==> src/rtl/seq_binary_multiplier_if.sv <==
// ---------------------------------------------------------------------------
// seq_binary_multiplier_if
//   Request/response bundle for the sequential shift-and-add multiplier.
//   Macro SEQ_MULT_SIGNED_EN adds the is_signed request bit.
//
//   start     : request, honoured only while busy=0
//   A, B      : multiplicand / multiplier, captured on accept
//   is_signed : (SEQ_MULT_SIGNED_EN only) treat A, B as two's complement
//   busy      : multiplication in progress
//   done      : one-cycle pulse, P is valid and new
//   P         : product, held until the next completion
//
//   master : requester side      slave : multiplier side
// ---------------------------------------------------------------------------
interface seq_binary_multiplier_if #(
  parameter int WIDTH = 4
) ();
  logic                 start;
  logic [WIDTH-1:0]     A;
  logic [WIDTH-1:0]     B;
  logic                 busy;
  logic                 done;
  logic [2*WIDTH-1:0]   P;
`ifdef SEQ_MULT_SIGNED_EN
  logic                 is_signed;

  modport master (output start, A, B, is_signed, input  busy, done, P);
  modport slave  (input  start, A, B, is_signed, output busy, done, P);
`else
  modport master (output start, A, B, input  busy, done, P);
  modport slave  (input  start, A, B, output busy, done, P);
`endif
endinterface

==> src/rtl/seq_binary_multiplier.sv <==
// ---------------------------------------------------------------------------
// seq_binary_multiplier
//   Unsigned WIDTH x WIDTH shift-and-add multiplier: one partial product per
//   clock through a single shared 2*WIDTH adder. An operation occupies WIDTH
//   RUN cycles followed by one DONE cycle; a start seen in DONE is accepted
//   immediately, so back-to-back throughput is one result per WIDTH+1 cycles.
//
//   Macro SEQ_MULT_SIGNED_EN : adds bus.is_signed. Signed operands are turned
//   into magnitudes at capture and the product is negated on entry to DONE.
//
//   Ports:
//     clk   : rising-edge clock
//     reset : asynchronous, active-high reset
//     bus   : seq_binary_multiplier_if.slave (start/A/B in, busy/done/P out)
// ---------------------------------------------------------------------------
module seq_binary_multiplier #(
  parameter int WIDTH = 4
) (
  input  logic                    clk,
  input  logic                    reset,
  seq_binary_multiplier_if.slave  bus
);

  localparam int PW = 2 * WIDTH;
  localparam int CW = $clog2(WIDTH);

  typedef enum logic [1:0] {
    IDLE = 2'd0,
    RUN  = 2'd1,
    DONE = 2'd2
  } state_t;

  state_t          state;
  state_t          state_next;
  logic            accept;
  logic            last_step;

  logic [PW-1:0]    mcand;
  logic [PW-1:0]    acc;
  logic [PW-1:0]    acc_sum;
  logic [PW-1:0]    p_final;
  logic [PW-1:0]    p_q;
  logic [WIDTH-1:0] mplier;
  logic [WIDTH-1:0] a_cap;
  logic [WIDTH-1:0] b_cap;
  logic [CW-1:0]    cnt;
`ifdef SEQ_MULT_SIGNED_EN
  logic             neg;
  logic             neg_cap;
`endif

  // -------------------------------------------------------------------------
  // Control FSM
  // -------------------------------------------------------------------------
  // NOTE: state registers use non-blocking assignments so every flop samples
  // pre-edge values; blocking here would create order-dependent simulation.
  always_ff @(posedge clk or posedge reset) begin
    if (reset) state <= IDLE;
    else       state <= state_next;
  end

  assign last_step = (cnt == CW'(WIDTH - 1));

  // NOTE: every output of this block gets a default before the case, so no
  // path leaves a variable unassigned and no latch is inferred.
  always_comb begin
    state_next = state;
    accept     = 1'b0;
    unique case (state)
      IDLE: begin
        if (bus.start) begin
          accept     = 1'b1;
          state_next = RUN;
        end
      end
      RUN: begin
        if (last_step) state_next = DONE;
      end
      DONE: begin
        // A start here chains straight into the next operation.
        if (bus.start) begin
          accept     = 1'b1;
          state_next = RUN;
        end else begin
          state_next = IDLE;
        end
      end
      default: state_next = IDLE;
    endcase
  end

  // -------------------------------------------------------------------------
  // Operand conditioning and adder
  // -------------------------------------------------------------------------
  always_comb begin
`ifdef SEQ_MULT_SIGNED_EN
    // Signed operands are reduced to magnitudes; -2^(W-1) maps to 2^(W-1),
    // which still fits in WIDTH unsigned bits.
    a_cap   = (bus.is_signed && bus.A[WIDTH-1]) ? -bus.A : bus.A;
    b_cap   = (bus.is_signed && bus.B[WIDTH-1]) ? -bus.B : bus.B;
    neg_cap = bus.is_signed & (bus.A[WIDTH-1] ^ bus.B[WIDTH-1]);
`else
    a_cap   = bus.A;
    b_cap   = bus.B;
`endif
  end

  assign acc_sum = acc + (mplier[0] ? mcand : '0);

`ifdef SEQ_MULT_SIGNED_EN
  assign p_final = neg ? -acc_sum : acc_sum;
`else
  assign p_final = acc_sum;
`endif

  // -------------------------------------------------------------------------
  // Datapath registers
  // -------------------------------------------------------------------------
  always_ff @(posedge clk or posedge reset) begin
    if (reset) begin
      mcand  <= '0;
      mplier <= '0;
      acc    <= '0;
      cnt    <= '0;
      p_q    <= '0;
`ifdef SEQ_MULT_SIGNED_EN
      neg    <= 1'b0;
`endif
    end else if (accept) begin
      mcand  <= {{WIDTH{1'b0}}, a_cap};
      mplier <= b_cap;
      acc    <= '0;
      cnt    <= '0;
`ifdef SEQ_MULT_SIGNED_EN
      neg    <= neg_cap;
`endif
    end else if (state == RUN) begin
      // Fixed WIDTH steps even once mplier is exhausted: constant latency.
      acc    <= acc_sum;
      mcand  <= mcand << 1;
      mplier <= mplier >> 1;
      cnt    <= cnt + CW'(1);
      if (last_step) p_q <= p_final;
    end
  end

  assign bus.busy = (state == RUN);
  assign bus.done = (state == DONE);
  assign bus.P    = p_q;

endmodule

==> src/flat_wrapper.sv <==
// flat-port wrapper written by rule: the top's interface ports become plain ports
module seq_binary_multiplier_flat 
#(
  parameter int WIDTH = 4
)
  (clk, reset, bus_start, bus_A, bus_B, bus_busy, bus_done, bus_P);
  seq_binary_multiplier_if #(.WIDTH(WIDTH)) bus_i ();
  input  logic clk;
  input  logic reset;
  input wire logic [$bits(bus_i.start)-1:0] bus_start;
  input wire logic [$bits(bus_i.A)-1:0] bus_A;
  input wire logic [$bits(bus_i.B)-1:0] bus_B;
  output wire logic [$bits(bus_i.busy)-1:0] bus_busy;
  output wire logic [$bits(bus_i.done)-1:0] bus_done;
  output wire logic [$bits(bus_i.P)-1:0] bus_P;
  assign bus_i.start = bus_start;
  assign bus_i.A = bus_A;
  assign bus_i.B = bus_B;
  assign bus_busy = bus_i.busy;
  assign bus_done = bus_i.done;
  assign bus_P = bus_i.P;
  seq_binary_multiplier #(.WIDTH(WIDTH)) u_core (.clk(clk), .reset(reset), .bus(bus_i));
endmodule
==> config.mk <==
export PLATFORM = sky130hd
export DESIGN_NAME = seq_binary_multiplier_flat
export DESIGN_NICKNAME = d
export VERILOG_FILES = /design/src/rtl/seq_binary_multiplier_if.sv /design/src/rtl/seq_binary_multiplier.sv /design/src/flat_wrapper.sv
export SDC_FILE = /design/constraint.sdc
export NUM_CORES = 1
export LEC_CHECK = 0
export ABC_CLOCK_PERIOD_IN_PS = 2980
export CORE_MARGIN = 2
export CORE_UTILIZATION = 61
export CTS_BUF_LIST = sky130_fd_sc_hd__clkbuf_8
export CTS_CLUSTER_SIZE = 24
export DETAILED_ROUTE_END_ITERATION = 8
export GPL_TIMING_DRIVEN = 0
export PLACE_DENSITY = 0.85
export SYNTH_ARGS = -nofsm -noshare
export SYNTH_HDL_FRONTEND = slang
export SYNTH_SLANG_ARGS = --single-unit
==> constraint.sdc <==
create_clock -name clk -period 2.98 [get_ports clk]
set_input_delay 0.894 -clock clk [delete_from_list [all_inputs] [get_ports clk]]
set_output_delay 0.894 -clock clk [all_outputs]
set_load 0.05 [all_outputs]
==> flow_metrics.env, run 1 <==
export IMPL_drive_gt1_share_pct=11.2
export IMPL_die_area_mm2=0.00315
export IMPL_routed_wl_um=3290
export IMPL_fin_crit_ns=2.90
export IMPL_start_util_pct=65.7
export IMPL_fillers=168
export IMPL_viasPerCell=5.88
export IMPL_cp_arrival_ns=2.00
export IMPL_firstDrtPassIters=4
export IMPL_ant_nets=0
export IMPL_fin_crit_sh_pct=97.3
export IMPL_crit_type="reg2out"
export IMPL_dieHeight_um=56.1
export IMPL_core_area_mm2=0.00252
export IMPL_netlist_area_mm2=0.00166
export IMPL_grt_max_degree=33
export IMPL_final_common_cell="dfrtp_1"
export IMPL_yosysWarnings=0
export IMPL_hold_path_class="reg2reg"
export IMPL_relSlewSlack_pct=66.4
export IMPL_grt_pass1_wl_um=5730
export IMPL_cts_resized=1
export IMPL_setup_worst_path_end_class="output pin"
export IMPL_fin_cells=217
export IMPL_wl_per_cell_um=15.2
export IMPL_cts_tree="built"
export IMPL_drt_iter0_markers=42
export IMPL_setup_violations_final=0
export IMPL_status="finished clean"
export IMPL_grt_usage_pct=23.6
export IMPL_synth_cell_types=35
export IMPL_num_vias=1275
export IMPL_grt_pass1_vias=1293
export IMPL_cts_root_buf="clkbuf_8"
export IMPL_num_nets_final=206
export IMPL_syn_area_per_cell_um2=10.4
export IMPL_path_max_fanout=10
export IMPL_antenna_found_initial=0
export IMPL_mostFrequentLayoutCells="dfrtp_1, clkdlybuf4s50_1, nand2_1"
export IMPL_worstMarginPinSlew_ns=0.502
export IMPL_setup_ws_ns=0.0812
export IMPL_finClkSkew_ns=0.00250
export IMPL_cap_violations=0
export IMPL_clock_latency_ns=0.28
export IMPL_die_width_um=56.1
export IMPL_p_leak_nw=0.905
export IMPL_synth_ff_latch_count=32
export IMPL_required_ns=2.09
export IMPL_hold_worst_slack_ns=0.482
export IMPL_rsz0062_at_grt="false"
export IMPL_ys_seq_area_share_pct=48.3
export IMPL_place_hpwl_um=2370
export IMPL_tns_ns=0
export IMPL_gr_total_overflow=0
export IMPL_antennaDiodeCount=0
export IMPL_gp_congestion=0.825
export IMPL_post_cts_buffers=0
export IMPL_max_freq_ghz=0.345
export IMPL_cts_sinks=32
export IMPL_hold_viol=0
export IMPL_postCtsHoldBufs=0
export IMPL_place_ws_ns=0.105
export IMPL_portBuffers=19
export IMPL_cts_clk_slew_worst_paths_ns=0.06
export IMPL_slew_viol_final=0
export IMPL_ir_drop_mv=1.05
export IMPL_num_rows=18
export IMPL_syn_to_final_growth_pct=20.8
export IMPL_io_pins=21
export IMPL_dp_cells=208
export IMPL_synthCells=159
export IMPL_power_density_mw_per_mm2=1230
export IMPL_cts_max_level=2
export IMPL_drc_errors=0
export IMPL_cts_buffer_depth=2
export IMPL_worstSetupStartpointType="flip-flop"
export IMPL_mappedNetlistNets=179
export IMPL_cts_buffers=5
final cells by class:
| class | instances | area (um2) | area share [%] |
|---|---|---|---|
| Multi-Input combinational cell | 112 | 779 | 39.0 |
| Sequential cell | 32 | 801 | 40.0 |
| Buffer | 7 | 41.3 | 2.06 |
| Tap cell | 30 | 37.5 | 1.88 |
| Clock buffer | 6 | 82.6 | 4.13 |
| Inverter | 8 | 35.0 | 1.75 |
| Clock inverter | 2 | 7.51 | 0.375 |
| Timing Repair Buffer | 20 | 216 | 10.8 |
cells in the mapped netlist (all sizes together):
cell	number	area share (%)
a211oi	4	2.1
a21o	1	0.45
a21oi	9	2.7
a22o	8	4.2
a22oi	1	0.45
and2	6	2.3
buf	6	2.3
clkbuf	1	0.23
dfrtp	32	48
fa	1	1.2
ha	8	6.0
inv	8	2.1
mux2	3	2.0
mux2i	5	3.0
nand2	17	4.0
nand2b	2	0.76
nand3	2	0.60
nor2	4	1.1
nor2b	6	2.7
nor3	4	1.2
o211ai	3	1.4
o21a	3	1.4
o21ai	14	4.2
o22ai	3	1.1
o2bb2ai	1	0.53
o31a	1	0.53
o31ai	2	0.91
xnor2	3	1.6
xor2	1	0.53
worst max-delay path, stage by stage, from the launching register on:
cell	delay, ns
dfrtp_1	0.36
buf_4	0.16
nand2b_1	0.15
buf_4	0.18
inv_6	0.08
buf_2	0.22
dlygate4sd2_1	0.55
final timing paths:
check,depth (start not counted),endpoint,slack [ns],from
worst max-delay path,6,bus_busy,0.08,u_core.state[1]
worst min-delay path,2,u_core.bus.P[3],0.48,u_core.bus.P[3]
worst max register to register,9,u_core.acc[6],0.72,u_core.mplier[0]
worst min register to register,2,u_core.bus.P[3],0.48,u_core.bus.P[3]
max in group asynchronous,3,u_core.mplier[3],1.66,reset
min in group asynchronous,2,u_core.bus.P[2],0.88,reset
stage by stage:
stage	power [W]	utilization, %	area [um2]
2_1_floorplan	0.00176	-	1660
3_3_place_gp	0.00206	74.7	1880
3_5_place_dp	0.00211	74.7	1880
4_1_cts	0.00245	78.2	1970
5_1_grt	0.00263	79.3	2000
6_report	0.00245	79.3	2000
flip-flops by register name (all words and copies together), names as in the netlist:
| name | flops |
|---|---|
| u_core.acc | 8 |
| u_core.bus.P | 8 |
| u_core.cnt | 2 |
| u_core.mplier | 4 |
| u_core.mcand | 8 |
| u_core.state | 2 |
kinds of logic after synthesis:
group / count (synthesis) / synth area share, %
AO/OA/AOI/OAI: 50 / 20.0
XOR/XNOR: 4 / 2.12
adder cells (fa/ha/maj): 9 / 7.25
buffers and inverters: 15 / 4.61
flip-flops: 32 / 48.3
multiplexers: 8 / 5.06
AND/OR/NAND/NOR: 41 / 12.6
power by group:
group / leakage, nW / internal, W / switching (W)
logic: 0.449 / 0.000547 / 0.000798
registers: 0.402 / 0.000637 / 0.000141
clock network: 0.0538 / 0.000181 / 0.000150
routing by layer:
| layer | vias up | share of wire, % | track usage, % |
|---|---|---|---|
| li1 | 621 | - | - |
| met3 | 5 | 4.5 | 7.21 |
| met5 | - | 0 | 0 |
| met2 | 28 | 49 | 37.8 |
| met1 | 621 | 45 | 29.9 |
| met4 | 0 | 1.5 | 8.84 |
(Power assumes the default switching activity.)
==> run 2, diff against run 1 <==
==> constraint.sdc (replaced) <==
create_clock -name clk -period 2.98 [get_ports clk]
set_input_delay 0.447 -clock clk [delete_from_list [all_inputs] [get_ports clk]]
set_output_delay 0.447 -clock clk [all_outputs]
set_load 0.05 [all_outputs]
==> run 2 against run 1 <==
Sequential cell count unchanged. Cell count is the same. Sequential power barely moved. Clock-buffer cell count stayed put. Total power up 0.19%. Routed wire length shrank 0.36%. Clock power hardly changed. Non-clock buffer count did not move. Via count down 0.16%. Global-route usage unchanged. Combinational power about the same. Highest routed layer unchanged. Largest cell class unchanged.
==> flow_metrics.env, run 2 (synthesis results as in run 1) <==
export IMPL_status="finished clean"
export IMPL_setup_violations_final=0
export IMPL_grt_max_degree=33
export IMPL_drive_gt1_share_pct=11.2
export IMPL_slowest_delay_ns=0.84
export IMPL_cts_sinks=32
export IMPL_cts_clk_slew_worst_paths_ns=0.06
export IMPL_num_vias=1273
export IMPL_num_rows=18
export IMPL_tns_ns=0
export IMPL_post_cts_buffers=0
export IMPL_final_common_cell="dfrtp_1"
export IMPL_grt_pass1_wl_um=5730
export IMPL_fillers=167
export IMPL_hold_path_class="in2async"
export IMPL_cts_tree="built"
export IMPL_power_density_mw_per_mm2=1230
export IMPL_cts_max_level=2
export IMPL_ff2ff_path_depth=9
export IMPL_required_ns=2.53
export IMPL_power_share_combinational_pct=54.9
export IMPL_path_max_fanout=10
export IMPL_routed_wl_um=3280
export IMPL_start_util_pct=65.7
export IMPL_postCtsHoldBufs=0
export IMPL_cp_arrival_ns=2.29
export IMPL_max_freq_ghz=0.365
export IMPL_crit_chain="buf_4 > nand2b_1 > buf_4 > inv_6 > buf_2 > clkdlybuf4s50_1"
export IMPL_worstSetupStartpointType="flip-flop"
export IMPL_final_util_pct=79.4
export IMPL_cts_root_buf="clkbuf_8"
export IMPL_p_clk_share_pct=13.5
export IMPL_antennaDiodeCount=0
export IMPL_grt_usage_pct=23.6
export IMPL_gr_total_overflow=0
export IMPL_finClkSkew_ns=0.00250
export IMPL_cts_resized=0
export IMPL_fin_crit_sh_pct=91.8
export IMPL_timing_rr_start="u_core.mplier[0]"
export IMPL_multi_input_area_um2=779
export IMPL_grt_pass1_vias=1293
export IMPL_p_leak_nw=0.903
export IMPL_slowest_stage="clkdlybuf4s50_1"
export IMPL_wl_per_cell_um=15.1
export IMPL_ir_drop_mv=1.05
export IMPL_gp_congestion=0.825
export IMPL_portBuffers=19
export IMPL_mostFrequentLayoutCells="dfrtp_1, clkdlybuf4s50_1, nand2_1"
export IMPL_setup_worst_path_end_class="output pin"
export IMPL_worstMarginPinSlew_ns=0.502
export IMPL_p_int_w=0.00137
export IMPL_cts_buffers=5
export IMPL_reg2reg_slack_ns=0.73
export IMPL_drc_errors=0
export IMPL_place_hpwl_um=2370
export IMPL_ant_nets=0
export IMPL_fin_crit_ns=2.74
export IMPL_crit_type="reg2out"
export IMPL_seqPwrFrac_pct=31.6
export IMPL_cts_buffer_depth=2
export IMPL_cap_violations=0
export IMPL_regArea_um2=801
export IMPL_num_nets_final=206
export IMPL_viasPerCell=5.87
export IMPL_relSlewSlack_pct=66.4
export IMPL_die_area_mm2=0.00315
export IMPL_die_width_um=56.1
export IMPL_p_sw_w=0.00109
export IMPL_firstDrtPassIters=4
export IMPL_io_pins=21
export IMPL_slew_viol_final=0
export IMPL_clock_latency_ns=0.28
export IMPL_hold_viol=0
export IMPL_antenna_found_initial=0
export IMPL_rr_endpoint="u_core.acc[6]"
export IMPL_crit_top_cell="buf_4"
export IMPL_syn_to_final_growth_pct=20.8
export IMPL_p_sw_share_pct=44.2
export IMPL_core_area_mm2=0.00252
export IMPL_dieHeight_um=56.1
export IMPL_rsz0062_at_grt="false"
export IMPL_drt_iter0_markers=42
-- run 2: changes by cell type in the layout (fill, tap and decap cells not counted) --
| cell | previous run | this run |
|---|---|---|
| clkdlybuf4s50_1 | 18 | 19 |
| dlygate4sd2_1 | 1 | 0 |
-- run 2: critical path, delay by kind of cell (launching register included) --
| kind | cells | cell delay (ns) |
|---|---|---|
| and+or+nand+nor | 1 | 0.15 |
| buffers and inverters | 5 | 1.48 |
| DFF | 1 | 0.36 |
-- run 2: stage by stage --
stage	total power, W	hold WS [ns]	instance area [um2]	instances	setup WS (ns)
global route	0.00263	0.470	2000	217	0.162
detailed placement	0.00211	0.474	1880	208	0.552
CTS	0.00246	0.488	1970	216	0.221
global placement	0.00206	0.464	1880	208	0.574
floorplan	0.00176	0.446	1660	159	0.991
finish	0.00246	0.437	2000	217	0.244
-- run 2: cell type report --
cell class | instances | share of cell area, %
repair buffers | 20 | 10.9
multi-input cells | 112 | 38.9
well taps | 30 | 1.88
flip-flops and latches | 32 | 40.0
clock buffers | 6 | 4.13
plain buffers | 7 | 2.06
clock inverters | 2 | 0.375
inverters | 8 | 1.75
-- run 2: worst max path at each step --
stage / endpoint / cells past startpoint / startpoint / slack, ns
2_1_floorplan: u_core.acc[6] / 9 / u_core.mplier[0] / 0.99
4_1_cts: bus_busy / 6 / u_core.state[1] / 0.22
6_report: bus_busy / 6 / u_core.state[1] / 0.24
3_5_place_dp: bus_busy / 6 / u_core.state[1] / 0.55
5_1_grt: bus_busy / 6 / u_core.state[1] / 0.16
3_3_place_gp: bus_busy / 6 / u_core.state[1] / 0.57
-- run 2: per-layer routing --
metal | track usage, % | vias up | part of all wire, %
li1 | - | 621 | -
met1 | 29.9 | 621 | 45
met2 | 37.8 | 26 | 49
met3 | 7.21 | 5 | 4.2
met4 | 8.84 | 0 | 1.5
met5 | 0 | - | 0
-- run 2: power groups by stage --
stage                     Sequential (W)  Combinational, W  Clock, W
after floorplan                 0.000922          0.000841         0
after global placement          0.000769           0.00129         0
after detailed placement        0.000783           0.00133         0
after CTS                       0.000775           0.00134  0.000341
after global routing            0.000805           0.00147  0.000357
final                           0.000778           0.00135  0.000331
